[config.mk]
export PLATFORM = sky130hd
export DESIGN_NAME = updown_sweep_ctrl
export DESIGN_NICKNAME = d
export VERILOG_FILES = /design/src/rtl/updown_sweep_ctrl.sv
export SDC_FILE = /design/constraint.sdc
export NUM_CORES = 1
export LEC_CHECK = 0
export BUFFER_PORTS_ARGS = -buffer_cell sky130_fd_sc_hd__buf_2
export CAP_MARGIN = 20
export CELL_PAD_IN_SITES_DETAIL_PLACEMENT = 1
export CELL_PAD_IN_SITES_GLOBAL_PLACEMENT = 1
export CORE_MARGIN = 2
export CORE_UTILIZATION = 38
export CTS_CLUSTER_DIAMETER = 60
export CTS_CLUSTER_SIZE = 8
export DETAILED_ROUTE_END_ITERATION = 7
export GPL_ROUTABILITY_DRIVEN = 0
export GPL_TIMING_DRIVEN = 0
export PLACE_DENSITY = 0.82
export SLEW_MARGIN = 20
export SYNTH_ARGS = -nofsm -noshare
export SYNTH_HDL_FRONTEND = slang
export SYNTH_SLANG_ARGS = --single-unit
[constraint.sdc]
create_clock -name clk -period 2.7 [get_ports clk]
set_input_delay 0.27 -clock clk [delete_from_list [all_inputs] [get_ports clk]]
set_output_delay 0.27 -clock clk [all_outputs]
set_load 0.005 [all_outputs]
[src/rtl/updown_sweep_ctrl.sv]
// updown_sweep_ctrl
//
// Sequencer for an external up/down counter. It takes sweep commands over a
// valid/ready handshake and drives the counter's step strobe, direction and
// clear lines. It also keeps a local mirror of the counter value, so it can
// apply wrap/saturate limits without reading the counter back.
//
// Ports:
//   clk          in   single clock, all state on posedge
//   reset        in   synchronous, active-high; overrides everything
//   cmd_valid    in   command present
//   cmd_ready    out  command can be accepted (idle only)
//   cmd_dir      in   1 = count up, 0 = count down
//   cmd_steps    in   number of steps to issue (0 = none)
//   cmd_wrap     in   1 = wrap at max/0, 0 = saturate and stop
//   cmd_clear    in   clear the counter; dir/steps/wrap ignored
//   abort        in   stop a running sweep; ignored outside the run state
//   ctr_en       out  step strobe, one counter step per high cycle
//   ctr_up_down  out  step direction, valid while ctr_en is high
//   ctr_clr      out  one-cycle clear pulse to the counter
//   count        out  mirror of the counter value
//   busy         out  high while a command is in progress
//   done         out  one-cycle pulse closing every accepted command
//   limit_hit    out  with done: a saturating sweep stopped at a limit

module updown_sweep_ctrl #(
  parameter int unsigned WIDTH = 3,
  parameter int unsigned LEN_W = 8
) (
  input  logic             clk,
  input  logic             reset,
  input  logic             cmd_valid,
  output logic             cmd_ready,
  input  logic             cmd_dir,
  input  logic [LEN_W-1:0] cmd_steps,
  input  logic             cmd_wrap,
  input  logic             cmd_clear,
  input  logic             abort,
  output logic             ctr_en,
  output logic             ctr_up_down,
  output logic             ctr_clr,
  output logic [WIDTH-1:0] count,
  output logic             busy,
  output logic             done,
  output logic             limit_hit
);

  localparam logic [WIDTH-1:0] CountMax = '1;
  localparam logic [WIDTH-1:0] CountOne = WIDTH'(1);
  localparam logic [LEN_W-1:0] StepsOne = LEN_W'(1);

  typedef enum logic [1:0] {
    StIdle,
    StRun,
    StClr,
    StDone
  } state_e;

  state_e           state_q, state_d;
  logic [LEN_W-1:0] remaining_q, remaining_d;
  logic             dir_q, dir_d;
  logic             wrap_q, wrap_d;
  logic [WIDTH-1:0] count_q, count_d;
  logic             limit_q, limit_d;

  logic accept;
  logic blocked;
  logic step;

  assign accept = cmd_valid && (state_q == StIdle);

  // A saturating sweep refuses to step past either end; it stops instead.
  assign blocked = !wrap_q && (dir_q ? (count_q == CountMax) : (count_q == '0));

  // abort wins over blocked, and both suppress the step in that cycle.
  assign step = (state_q == StRun) && !abort && !blocked;

  // State register
  always_ff @(posedge clk) begin
    if (reset) begin
      state_q     <= StIdle;
      remaining_q <= '0;
      dir_q       <= 1'b1;
      wrap_q      <= 1'b0;
      count_q     <= '0;
      limit_q     <= 1'b0;
    end else begin
      state_q     <= state_d;
      remaining_q <= remaining_d;
      dir_q       <= dir_d;
      wrap_q      <= wrap_d;
      count_q     <= count_d;
      limit_q     <= limit_d;
    end
  end

  // Next state and datapath
  always_comb begin
    state_d     = state_q;
    remaining_d = remaining_q;
    dir_d       = dir_q;
    wrap_d      = wrap_q;
    count_d     = count_q;
    limit_d     = limit_q;

    unique case (state_q)
      StIdle: begin
        if (accept) begin
          limit_d = 1'b0;
          if (cmd_clear) begin
            // A clear leaves dir/wrap alone so ctr_up_down keeps its last value.
            state_d = StClr;
          end else begin
            dir_d       = cmd_dir;
            wrap_d      = cmd_wrap;
            remaining_d = cmd_steps;
            state_d     = (cmd_steps == '0) ? StDone : StRun;
          end
        end
      end

      StRun: begin
        if (abort) begin
          state_d = StDone;
        end else if (blocked) begin
          limit_d = 1'b1;
          state_d = StDone;
        end else begin
          // Step: the counter moves on this edge, so the mirror moves with it.
          count_d     = dir_q ? (count_q + CountOne) : (count_q - CountOne);
          remaining_d = remaining_q - StepsOne;
          if (remaining_q == StepsOne) begin
            state_d = StDone;
          end
        end
      end

      StClr: begin
        count_d = '0;
        state_d = StDone;
      end

      StDone: begin
        state_d = StIdle;
      end

      default: begin
        state_d = StIdle;
      end
    endcase
  end

  // Outputs
  always_comb begin
    cmd_ready   = (state_q == StIdle);
    ctr_en      = step;
    ctr_up_down = dir_q;
    ctr_clr     = (state_q == StClr);
    count       = count_q;
    busy        = (state_q != StIdle);
    done        = (state_q == StDone);
    limit_hit   = (state_q == StDone) && limit_q;
  end

endmodule

---- Word-level counts from Yosys, hierarchy flattened ----
Index checks and enable logic that the tools add are counted.
word-level totals
  bits in registers ....................... 16
  output and inout bits ................... 10
  word-level logic and storage cells ...... 61
cells by class
  $add $sub $neg .......................... 3
  equality and inequality tests ........... 11
  multiplexer cells ....................... 21
  bitwise operators ....................... 1
  reductions and logical operators ........ 19
operators by type and width
  kind                                                 count
  two-way mux 8 bit                                    4
  one-hot mux 8 bit (2 select lines)                   1
  two-way mux 2 bit                                    6
  two-way mux 3 bit                                    3
  equality test 8 x 1 -> 1 bit, second input constant  1
  logical NOT 8 bit                                    1
  != test 2 bit, second input constant                 4
  one-hot mux 2 bit (4 select lines)                   1
  subtractor 8 x 1 -> 8 bit, second input constant     1
  one-hot mux 3 bit (2 select lines)                   1
  AND reduction 3 bit                                  2
  nonzero test 2 bit                                   3
  logical AND 1 bit                                    5
  AND reduction 5 bit                                  1
  equality test 2 bit, second input constant           2
  two-way mux 1 bit                                    4
  != test 4 x 3 -> 1 bit, second input constant        1
  AND reduction 4 bit                                  1
  adder 3 x 1 -> 3 bit, second input constant          1
  equality test 3 bit, second input constant           1
  logical NOT 1 bit                                    3
  logical NOT 3 bit                                    1
  subtractor 3 x 1 -> 3 bit, second input constant     1
  equality test 2 x 1 -> 1 bit, second input constant  1
  5 further kinds                                      5

---- Depth between registers and ports, before layout ----
  depth after elaboration ................. 6
  depth in mapped cells ................... 7

---- Least setup slack after synthesis ----
OpenSTA, ideal clock, no wires.
  path kind ............................... reg2reg
  start point ............................. reg state_q[0]
  end point ............................... reg remaining_q[7]
  arrival ................................. 1.891 ns
  data required time ...................... 2.642 ns
  setup slack ............................. 0.751 ns
  cell stages (with the launch flop) ...... 8
  path buffers ............................ 0
  period minus slack after synthesis ...... 1.949 ns
  cells stage by stage .................... dfxtp_1 inv_1 ha_1 nand3b_1 a21boi_1 nor3_1 a2111oi_0 a21o_1
between the ends
  cells in the longest elaborated chain, start to end .. 4
  elaborated cells on any way between the ends .. 10
  classes of those cells .................. 5 x eq/ne; 1 x mux; 4 x reduce/logical
ends and longest elaborated chain
  element                           RTL line  source
  from (decl)                       59        state_e state_q, state_d;
  from (signal assigned)            81        state_q <= StIdle;
  from (signal assigned)            88        state_q <= state_d;
  logical NOT 2 bit *               --
  via cmd_ready                     33        output logic cmd_ready,
  logical AND 1 bit                 70        assign accept = cmd_valid && (state_q == StIdle);
  != test 2 x 1 -> 1 bit (no line)  --
  AND reduction 5 bit (no line)     --
  to (signal assigned)              89        remaining_q <= remaining_d;
  to (decl)                         60        logic [LEN_W-1:0] remaining_q, remaining_d;
The timed path passes the listed nets; every way through them passes the cells marked *.
A chain may end at the register's enable or synchronous reset.

---- Worst setup path after layout ----
  start point ............................. reg state_q[0]
  end point ............................... reg remaining_q[7]
between the ends
  cells in the longest elaborated chain, start to end .. 4
  elaborated cells on any way between the ends .. 10
  classes of those cells .................. 5 x eq/ne; 1 x mux; 4 x reduce/logical
ends and longest elaborated chain
  element                           RTL line
  logical NOT 2 bit                 70, 106
  logical AND 1 bit                 70
  != test 2 x 1 -> 1 bit (no line)  --
  AND reduction 5 bit (no line)     --
Parallel ways exist; a longest one is shown, timed or not.

==> flow_summary_export.csv <==
group,metric,value,unit
power_and_ir_drop,power.density,848,nW/um^2
power_and_ir_drop,seq_power_share,0.320,
routing,drt-total-wl,3.52,mm
final_layout,drive_gt1_frac,0.193,
die,dieArea,3340,sq um
clock_network,clockBufferDepth,2,
min_path,hold_end,"ctr_up_down$_SDFFE_PP1P_",
synthesis,avgSynthCellArea,8.14,sq um
synthesis,synth_top_family_by_area,"compound AO/OA/AOI/OAI gates",
critical_path,critPathMaxFanout,8,
routing,drc_errors,0,
grt,grt_overflow,0,
final_layout,final_common_cell,"buf_2",
power_and_ir_drop,switchingPower,513,uW
grt,grt_max_degree,11,
power_and_ir_drop,p_int,568,uW
die,die_y,57.8,microns
sta,finalClockSkew,5.19,ps
place,io_buffers,23,
die,die_w,57.8,microns
sta,setup_violations,0,
routing,wl_per_cell,18.3,microns
clock_network,cts_sinks,16,
clock_network,numCtsBuffers,3,
grt,grt.total_usage,0.219,
final_layout,layout.nets,185,
routing,first_pass_iters,4,
power_and_ir_drop,ir_drop,0.631,mV
critical_path,end_kind,"register",
clock_network,postCtsSetupBuffers,0,
clock_network,cts_tree,"yes",
sta,drv_slew,0,
synthesis,synth_top_cell_by_area,"dfxtp_1",
power_and_ir_drop,sw_frac_of_total,0.475,
final_layout,n_fill_cell,362,
routing,vias_per_cell,6.16,
clock_network,h-tree-depth,1,
synthesis,syn-num-nets,157,
synthesis,netlist_instances,135,
sta,relSlewSlack,0.540,
sta,fin_crit_sh,0.926,
final_layout,diodes,0,
sta,fin_hold_ws,222,ps
min_path,hp-class,"in2reg",
die,fp-row-count,19,
power_and_ir_drop,p_leak,0.000531,uW
final_layout,multi_input_area,718,sq um
sta,hold_viol_final,0,
synthesis,synth_mux_area_frac,0.0364,
synthesis,syn_area,1100,sq um
synthesis,synth-simple-area-share,0.254,
flow_run,maxCapViolations,0,
sta,fin_setup_tns,0,ps
critical_path,timing.rr.start,"state_q[0]$_SDFFE_PP0P_",
critical_path,worst_setup_path_start_kind,"register",
synthesis,yosysSeqAreaShare,0.292,
final_layout,syn2layout_area_growth,16.1,%
clock_network,clk_latency,290,ps
final_layout,seqCellArea,320,sq um
clock_network,cts_hold_buf,0,
die,core_area,2760,sq um
place,hpwlAfterDp,2.68,mm
grt,grt_pass1_vias,1228,
synthesis,yosysWarnings,0,
outcome,status,"finished clean",
sta,tightest_slew,689,ps
clock_network,root_buffer,"clkbuf_4",
critical_path,r2r_end,"remaining_q[7]$_SDFFE_PP0P_",
die,start_util,0.398,
min_path,worstHoldStart,"cmd_dir",
final_layout,final_cell_mix,"buf_2, dfxtp_1, inv_1",
routing,drt_iter0_drc,40,
critical_path,r2r_slack,200,ps
critical_path,cp_data_required_time,2940,ps
routing,vias,1182,
synthesis,yosysUniqueCellTypes,42,
grt,antenna_found_initial,0,
min_path,whs_path_depth,3,
routing,ant_nets,0,
die,ios,25,
synthesis,synth_compound_area_frac,0.269,
synthesis,synth_area_leaders,"dfxtp_1, ha_1, nor3_1",
sta,rsz0062_at_grt,"false",
synthesis,synth-xor-area-share,0.00797,
power_and_ir_drop,pwr-share-comb,0.560,
critical_path,ff2ff_path_depth,7,
sta,fmaxAchievable,400,MHz
clock_network,clk_pin_slew,100,ps
grt,grt_pass1_wl,5.69,mm
clock_network,cts_resized,0,
synthesis,yosys.area_share.adder,0.0866,
power_and_ir_drop,clkPwrFrac,0.120,
synthesis,synth_top_area_frac,0.292,
critical_path,cp_data_arrival_time,2740,ps
critical_path,critical_path_class,"reg2reg",
synthesis,ys_ff_latch,16,
sta,final.min_clock_period,2500,ps
## cell families (layout without fill, tap and decap cells)
family                     Yosys count  in the layout
AOI/OAI and AO/OA                   41             41
and+or+nand+nor                     50             50
muxes                                4              4
adders and majority gates            7              7
buffers and inverters               16             42
xor gates and xnor gates             1              1
DFF                                 16             16
## critical path, stage by stage, from the launching register on
cell       delay, ps
dfxtp_1          390
inv_1             80
ha_1             310
nand3b_1         300
a21boi_1         630
nor3_1           110
a2111oi_0        500
a21o_1           130
## sequential cells by signal (all words and copies together) (netlist names)
name	cells
remaining_q	8
count	3
wrap_q	1
ctr_up_down	1
limit_q	1
state_q	2
## per-layer routing
metal,vias to the layer above,share of wire,global-route usage
met3,4,0.029,0.0402
li1,566,-,-
met4,0,0.010,0.0299
met5,-,0,0
met2,18,0.52,0.396
met1,594,0.44,0.277
## synthesized netlist by cell type (all sizes together)
master,count
nand2,9
nor2,8
ha,6
a32oi,1
a2111oi,3
inv,12
and4,1
clkbuf,3
a211oi,1
fa,1
nand2b,4
o2bb2ai,2
a31oi,3
o41ai,1
a21o,3
mux2i,4
nand3,1
a21boi,1
o211ai,1
a21oi,9
a32o,1
nor3b,1
nor3,10
o21a,1
nand4,3
dfxtp,16
a22oi,3
o21ai,6
nand3b,1
and2,1
clkinv,1
xnor2,1
or4,4
o31ai,2
or3,2
a22o,1
nor4,5
o22ai,2
## through the flow
stage	std cells	worst slack [ps]	utilization	instance area, sq um	power [uW]
after floorplan	135	751	-	1100	753
after global placement	189	422	0.454	1250	902
after detailed placement	189	237	0.454	1250	940
after CTS	192	202	0.462	1270	1080
after global routing	192	75.4	0.462	1270	1160
final	192	199	0.462	1270	1080
## power by group through the flow
stage / Clock, uW / Combinational, uW / Sequential (uW)
floorplan: 0 / 417 / 336
global placement: 0 / 558 / 344
detailed placement: 0 / 589 / 351
CTS: 134 / 603 / 345
global route: 145 / 663 / 356
finish: 129 / 605 / 346
## cell type report
cell class	count	share of cell area
Multi-Input combinational cell	103	0.563
Sequential cell	16	0.251
Timing Repair Buffer	23	0.0903
Inverter	13	0.0383
Tap cell	31	0.0304
Clock buffer	3	0.0177
Buffer	3	0.00883
## worst max-delay path by stage
stage	from	end	slack, ps
detailed placement	state_q[0]$_SDFFE_PP0P_	remaining_q[7]$_SDFFE_PP0P_	240
floorplan	state_q[0]$_SDFFE_PP0P_	remaining_q[7]$_SDFFE_PP0P_	750
CTS	state_q[0]$_SDFFE_PP0P_	remaining_q[7]$_SDFFE_PP0P_	200
global route	state_q[1]$_SDFFE_PP0P_	remaining_q[7]$_SDFFE_PP0P_	80
global placement	state_q[0]$_SDFFE_PP0P_	remaining_q[7]$_SDFFE_PP0P_	420
finish	state_q[0]$_SDFFE_PP0P_	remaining_q[7]$_SDFFE_PP0P_	200
(Power assumes the default switching activity.)
